[config.mk]
export PLATFORM = sky130hd
export DESIGN_NAME = dac_lvds_tx_framer
export DESIGN_NICKNAME = d
export VERILOG_FILES = /design/src/rtl/dac_tx_pkg.sv /design/src/rtl/dac_tx_fifo.sv /design/src/rtl/dac_lvds_tx_framer.sv
export SDC_FILE = /design/constraint.sdc
export NUM_CORES = 1
export LEC_CHECK = 0
export BUFFER_PORTS_ARGS = -buffer_cell sky130_fd_sc_hd__buf_2
export CAP_MARGIN = 20
export CORE_ASPECT_RATIO = 1.2
export CORE_MARGIN = 3
export CORE_UTILIZATION = 55
export DETAILED_ROUTE_END_ITERATION = 16
export PLACE_DENSITY = 0.85
export SYNTH_ARGS = -nofsm -noshare
export SYNTH_HDL_FRONTEND = slang
export SYNTH_SLANG_ARGS = --single-unit
[constraint.sdc]
create_clock -name clk_div_in -period 3.55 [get_ports clk_div_in]
set_clock_uncertainty 0.15 [all_clocks]
set_input_delay 0.8875 -clock clk_div_in [delete_from_list [all_inputs] [get_ports clk_div_in]]
set_output_delay 0.8875 -clock clk_div_in [all_outputs]
set_load 0.05 [all_outputs]
[src/rtl/dac_tx_pkg.sv]
// Shared definitions for the DAC LVDS transmit framer.
// Latency: n/a (constants, types and a combinational helper only).
// Backpressure: n/a.
// Contents: mode/state encodings, PRBS7 seed and taps, and a PRBS7 advance function.
package dac_tx_pkg;

    // Requested-mode encoding on the mode input.
    localparam logic [1:0] MODE_IDLE  = 2'd0;
    localparam logic [1:0] MODE_TRAIN = 2'd1;
    localparam logic [1:0] MODE_DATA  = 2'd2;
    localparam logic [1:0] MODE_PRBS  = 2'd3;

    // Framer states share the mode encoding so active_mode is the state itself.
    typedef logic [1:0] state_t;
    localparam state_t IDLE_S  = 2'd0;
    localparam state_t TRAIN_S = 2'd1;
    localparam state_t DATA_S  = 2'd2;
    localparam state_t PRBS_S  = 2'd3;

    // PRBS7, x^7 + x^6 + 1: feedback from state bits 6 and 5.
    localparam logic [6:0] PRBS_SEED  = 7'h7F;
    localparam int         PRBS_TAP_A = 6;
    localparam int         PRBS_TAP_B = 5;
    localparam int         PRBS_MAX_W = 32;

    typedef struct packed {
        logic [6:0]            state;
        logic [PRBS_MAX_W-1:0] bits;
    } prbs_step_t;

    // Emits nbits PRBS7 bits (bit 0 first in time) and the state after them.
    // The emitted bit is the oldest state bit, so a 7'h7F seed starts with ones.
    function automatic prbs_step_t prbs7_advance(input logic [6:0] seed, input int nbits);
        prbs_step_t r;
        logic [6:0] s;
        s      = seed;
        r.bits = '0;
        for (int i = 0; i < PRBS_MAX_W; i++) begin
            if (i < nbits) begin
                r.bits[i] = s[6];
                s         = {s[5:0], s[PRBS_TAP_A] ^ s[PRBS_TAP_B]};
            end
        end
        r.state = s;
        return r;
    endfunction

endpackage

[src/rtl/dac_tx_fifo.sv]
// Synchronous FIFO with registered occupancy, full/empty flags and a flush.
// Latency: a written word is readable the cycle after the write (no fall-through).
// Backpressure: writes are ignored while full; reads are ignored while empty.
// Ports: clk_div_in/io_reset (sync, active-high), flush, wr_vld/wr_dat, rd_rdy/rd_dat,
//        full, empty, level.
module dac_tx_fifo
    import dac_tx_pkg::*;
#(
    parameter int W     = 16,
    parameter int DEPTH = 8
) (
    input  logic                       clk_div_in,
    input  logic                       io_reset,
    input  logic                       flush,
    input  logic                       wr_vld,
    input  logic [W-1:0]               wr_dat,
    input  logic                       rd_rdy,
    output logic [W-1:0]               rd_dat,
    output logic                       full,
    output logic                       empty,
    output logic [$clog2(DEPTH):0]     level
);

    localparam int              AW       = $clog2(DEPTH);
    localparam logic [AW:0]     FULL_LVL = (AW+1)'(DEPTH);

    logic [W-1:0]  mem [DEPTH];
    logic [AW-1:0] wr_ptr;
    logic [AW-1:0] rd_ptr;
    logic [AW:0]   count;
    logic          do_wr;
    logic          do_rd;

    assign full   = (count == FULL_LVL);
    assign empty  = (count == '0);
    assign level  = count;
    assign do_wr  = wr_vld && !full;
    assign do_rd  = rd_rdy && !empty;
    assign rd_dat = mem[rd_ptr];

    // Pointers are AW bits wide, so they wrap modulo DEPTH on their own.
    always_ff @(posedge clk_div_in) begin
        if (io_reset || flush) begin
            wr_ptr <= '0;
            rd_ptr <= '0;
            count  <= '0;
        end else begin
            if (do_wr) wr_ptr <= wr_ptr + 1'b1;
            if (do_rd) rd_ptr <= rd_ptr + 1'b1;
            case ({do_wr, do_rd})
                2'b10:   count <= count + 1'b1;
                2'b01:   count <= count - 1'b1;
                default: count <= count;
            endcase
        end
    end

    // Storage is not reset; the pointers alone define what is valid.
    always_ff @(posedge clk_div_in) begin
        if (do_wr) mem[wr_ptr] <= wr_dat;
    end

endmodule

[src/rtl/dac_lvds_tx_framer.sv]
// Multi-lane LVDS DAC framer: picks idle/train/data/PRBS words per lane and marks frames.
// Latency: registered outputs; an accepted sample reaches oserdes_d 2 edges later when buffered empty.
// Backpressure: s_ready = !full in DATA (no bypass when full); outside DATA, s_ready = 1 and words are dropped.
// Ports: clk_div_in, io_reset (sync, active-high), s_data/s_valid/s_ready, mode, train_pattern,
//        oserdes_d, frame_out, active_mode, fifo_level, underflow, underflow_cnt.
// Option: define DAC_LVDS_TX_PRBS_EN to enable PRBS7 content on mode 3 (otherwise mode 3 = IDLE).
module dac_lvds_tx_framer
    import dac_tx_pkg::*;
#(
    parameter int               LANES      = 4,
    parameter int               SER_W      = 4,
    parameter int               FIFO_DEPTH = 8,
    parameter int               FRAME_LEN  = 16,
    parameter logic [SER_W-1:0] IDLE_WORD  = {SER_W{1'b0}}
) (
    input  logic                            clk_div_in,
    input  logic                            io_reset,
    input  logic [LANES*SER_W-1:0]          s_data,
    input  logic                            s_valid,
    output logic                            s_ready,
    input  logic [1:0]                      mode,
    input  logic [SER_W-1:0]                train_pattern,
    output logic [LANES*SER_W-1:0]          oserdes_d,
    output logic [SER_W-1:0]                frame_out,
    output logic [1:0]                      active_mode,
    output logic [$clog2(FIFO_DEPTH):0]     fifo_level,
    output logic                            underflow,
    output logic [15:0]                     underflow_cnt
);

    localparam int            DW       = LANES * SER_W;
    localparam int            CW       = $clog2(FRAME_LEN);
    localparam logic [CW-1:0] CNT_LAST = CW'(FRAME_LEN - 1);

    state_t        state;
    state_t        req_state;
    state_t        state_nxt;
    logic [CW-1:0] frame_cnt;
    logic [CW-1:0] cnt_nxt;
    logic          boundary;
    logic          primed;
    logic          in_data;
    logic          fifo_wr;
    logic          fifo_rd;
    logic          fifo_full;
    logic          fifo_empty;
    logic [DW-1:0] fifo_rd_dat;
    logic          starve;
    logic [DW-1:0] word_nxt;

    assign boundary = (frame_cnt == CNT_LAST);
    assign cnt_nxt  = boundary ? '0 : frame_cnt + 1'b1;

    always_comb begin
        req_state = IDLE_S;
        case (mode)
            MODE_TRAIN: req_state = TRAIN_S;
            MODE_DATA:  req_state = DATA_S;
`ifdef DAC_LVDS_TX_PRBS_EN
            MODE_PRBS:  req_state = PRBS_S;
`else
            MODE_PRBS:  req_state = IDLE_S;
`endif
            default:    req_state = IDLE_S;
        endcase
    end

    // Requests only take effect on the edge that starts a new frame.
    assign state_nxt = boundary ? req_state : state;

    // Pop only when the word being loaded is itself a DATA word; a frame that
    // leaves DATA must not consume a sample it will never send.
    assign in_data = (state == DATA_S) && (state_nxt == DATA_S);
    assign fifo_rd = in_data && !fifo_empty;
    assign starve  = in_data && fifo_empty && primed;

    assign s_ready = !io_reset && ((state != DATA_S) || !fifo_full);
    assign fifo_wr = s_valid && s_ready && (state == DATA_S);

    dac_tx_fifo #(
        .W     (DW),
        .DEPTH (FIFO_DEPTH)
    ) u_fifo (
        .clk_div_in (clk_div_in),
        .io_reset   (io_reset),
        .flush      (state != DATA_S),
        .wr_vld     (fifo_wr),
        .wr_dat     (s_data),
        .rd_rdy     (fifo_rd),
        .rd_dat     (fifo_rd_dat),
        .full       (fifo_full),
        .empty      (fifo_empty),
        .level      (fifo_level)
    );

`ifdef DAC_LVDS_TX_PRBS_EN
    logic [6:0] prbs_state;
    logic [6:0] prbs_src;
    prbs_step_t prbs_adv;
    logic       prbs_bits_unused;

    // The first PRBS word after entry is generated from the seed itself.
    always_comb begin
        prbs_src = (state == PRBS_S) ? prbs_state : PRBS_SEED;
        prbs_adv = prbs7_advance(prbs_src, SER_W);
    end
    assign prbs_bits_unused = ^prbs_adv.bits;

    always_ff @(posedge clk_div_in) begin
        if (io_reset)                  prbs_state <= PRBS_SEED;
        else if (state_nxt == PRBS_S)  prbs_state <= prbs_adv.state;
    end
`endif

    always_comb begin
        word_nxt = {LANES{IDLE_WORD}};
        case (state_nxt)
            TRAIN_S: word_nxt = {LANES{train_pattern}};
            DATA_S:  if (fifo_rd) word_nxt = fifo_rd_dat;
`ifdef DAC_LVDS_TX_PRBS_EN
            PRBS_S:  word_nxt = {LANES{prbs_adv.bits[SER_W-1:0]}};
`endif
            default: word_nxt = {LANES{IDLE_WORD}};
        endcase
    end

    always_ff @(posedge clk_div_in) begin
        if (io_reset) begin
            state         <= IDLE_S;
            frame_cnt     <= '0;
            oserdes_d     <= '0;
            frame_out     <= '0;
            underflow     <= 1'b0;
            underflow_cnt <= '0;
            primed        <= 1'b0;
        end else begin
            state     <= state_nxt;
            frame_cnt <= cnt_nxt;
            oserdes_d <= word_nxt;
            frame_out <= (cnt_nxt == '0) ? {SER_W{1'b1}} : '0;
            underflow <= starve;
            if (starve && (underflow_cnt != 16'hFFFF))
                underflow_cnt <= underflow_cnt + 1'b1;
            if (state_nxt != DATA_S) primed <= 1'b0;
            else if (fifo_rd)        primed <= 1'b1;
        end
    end

    assign active_mode = state;

endmodule

==> reports/results.tsv <==
stage	metric	value	unit
run_status	status	completed	
global_route	pin count of the biggest net entering global routing	33	
critical_path	worst endpoint data arrival time	3.36	ns
timing	Fin. Hold Viols	0	
power_and_ir_drop	Tot Pwr	4.19	mW
clocking	CTS clk-pin slew, worst paths	0.07	ns
clocking	post-CTS setup repair buffer count	0	
finish	fin area	8350	µm²
die	IO Pins	69	
logic_synthesis	Synth async-reset ratio	0	%
clocking	Root Driver	clkbuf_16	
critical_path	Crit Path Category	reg -> reg	
placement	placed cell areas	7750	µm²
route	routed length per instance	20.6	µm
timing	fin. max-slew vios	0	
clocking	Post-CTS Hold Buffers	0	
global_route	first-pass GRT wire length	23800	µm
finish	most common cell after layout, fill and taps aside	edfxtp_1	
placement	dpl cells	682	
timing	Final setup viols	0	
route	DRC viols	0	
logic_synthesis	post-synthesis register bit count	182	
route	1st-iter DRT viols	310	
finish	final core occ	65.6	%
timing	Slew HR	26.5	%
finish	layout cells sized above 1	31.1	%
critical_path	Req. time, crit path	3.75	ns
critical_path	Crit Path Max Fanout	5	
clocking	TritonCTS clock tree	done	
finish	n_diodes	0	
critical_path	Slowest Stage Delay on Critical Path	0.38	ns
route	number of vias per cell	6.03	
critical_path	crit start category	flop	
clocking	Worst-Skew Late Latency	0.41	ns
die	Site Rows	45	
timing	total negative slack	0	ns
route	Initial DRT Pass Iterations	6	
logic_synthesis	Synth Warn #	0	
die	die area	14500	µm²
logic_synthesis	Top FF cell, synth	edfxtp_1	
worst_hold_path	worst hold path class	reg -> reg	
power_and_ir_drop	Leakage	2.90	nW
clocking	CTS Buf Count	17	
clocking	H-tree depth	4	
die	Core ar.	12700	µm²
finish	final cell count without fillers	714	
logic_synthesis	Cell variety after synth	47	
timing	minimum clock period	3.16	ns
global_route	vias in the first global route	4400	
power_and_ir_drop	power per cell area	503	nW/µm²
die	chip height	131	µm
logic_synthesis	Syn Nets	490	
die	starting density of the core	56.4	%
logic_synthesis	Avg Cell Area, Syn	15.7	µm²
die	Chip Width	110	µm
critical_path	Top cell by count, worst path	ha_1	
finish	# nets final	571	
finish	area delta synth->final	16.2	%
route	antenna viol nets, final	0	
logic_synthesis	Mapped Area	7180	µm²
logic_synthesis	EDFF count, synth	128	
clocking	post-cts resize count	0	
finish	most frequent cells in the layout	edfxtp_1, buf_2, dfxtp_1, a21oi_1, nand2_1	
logic_synthesis	register area share after synthesis	68.6	%
critical_path	Worst setup EP type	flop	
finish	Fill cells	853	
clocking	Clock Tree Buf Depth	2	
clocking	Clock Sinks	182	
global_route	antenna violations before repair	0	
critical_path	highest-delay cell along the critical path	dfxtp_1	
power_and_ir_drop	Max IR drop VDD	0.000307	V
placement	Port Buf Inserts	68	
timing	Worst-Margin Slew	1.09	ns
route	via count	4308	
global_route	gr usage total	22.0	%
placement	dpl hpwl	9130	µm
job	max-cap viol count	0	
global_route	global route overflow	0	
placement	placer congestion estimate	0.810	
timing	Tcrit/Tclk final	89.1	%
critical_path	crit path cell chain	ha_1 -> nand3_1 -> a21oi_1 -> inv_1 -> ha_1 -> and3_1 -> ha_1 -> xor2_1 -> ha_1 -> a21oi_1 -> xor2_1 -> or3_1 -> a21oi_1	
logic_synthesis	Synth Instances	456	
timing	RSZ-0062 raised after global routing	false	
timing	maximum clock rate	316	MHz
route	WL final	14700	µm
[cells in the mapped netlist (8+ instances only)]
cell | instances | area (µm²)
a21oi_1 | 37 | 185
clkbuf_1 | 12 | 45.0
dfxtp_1 | 54 | 1080
edfxtp_1 | 128 | 3840
ha_1 | 9 | 113
mux2_2 | 16 | 180
mux4_2 | 32 | 721
nand2_1 | 34 | 128
nand3_1 | 8 | 40.0
nor2_1 | 20 | 75.1
o31ai_1 | 9 | 67.6
or4_1 | 10 | 75.1
[metrics by stage]
step / worst slack, ns / hold WS (ns)
floorplan: 0.195 / 0.297
global placement: 0.337 / 0.312
detailed placement: 0.158 / 0.327
CTS: 0.402 / 0.336
global route: 0.151 / 0.360
finish: 0.387 / 0.341
[critical path, delay by kind of cell (launching register included)]
kind / cells / cell delay, ns
simple gates: 3 / 0.68
xor+xnor: 2 / 0.28
compound gates: 3 / 0.62
fa+ha+maj: 4 / 0.92
buf+inv: 1 / 0.08
flops: 1 / 0.38
[where the power goes]
group | total (mW) | internal (mW) | switching (mW)
Clock | 1.87 | 1.06 | 0.815
Sequential | 2.27 | 2.27 | 0.00310
Combinational | 0.0484 | 0.0152 | 0.0332
Total | 4.19 | 3.34 | 0.851
[final cells by class]
| class | count | area (µm²) | share of cell area (%) |
|---|---|---|---|
| timing repair buffer | 85 | 468 | 5.61 |
| inverter | 6 | 22.5 | 0.270 |
| clock buffer | 18 | 429 | 5.14 |
| multi-input combinational | 245 | 2130 | 25.5 |
| clock inverter | 14 | 163 | 1.95 |
| sequential | 182 | 4930 | 59.0 |
| tap | 164 | 205 | 2.46 |
[cell families after synthesis]
family	count (synthesis)	synth area share (%)
flops	182	68.6
simple gates	114	8.87
compound gates	64	5.31
mux	50	12.8
buf+inv	29	1.86
fa+ha+maj	9	1.57
xor+xnor	8	0.976
[final timing paths]
kind	startpoint	cells after the start	end	slack, ns
setup / recovery	frame_cnt[0]	13	u_fifo.level[2]	0.39
setup reg to reg	frame_cnt[0]	13	u_fifo.level[2]	0.39
hold / removal	frame_cnt[0]	1	frame_cnt[0]	0.34
hold reg to reg	frame_cnt[0]	1	frame_cnt[0]	0.34
[per-layer routing]
layer	wire length (µm)	GRT usage (%)
met1	5760	28.1
met2	7760	36.1
met3	943	5.65
met4	274	7.73
met5	0	0
[sequential cells by signal, summed over array words and instances (netlist names), 2 cells and up, named ones only]
name	count
u_fifo.rd_ptr	3
u_fifo.level	4
oserdes_d	16
underflow_cnt	16
u_fifo.wr_ptr	3
u_fifo.mem	128
active_mode	2
frame_cnt	4
Power figures use the tool's default switching activity.
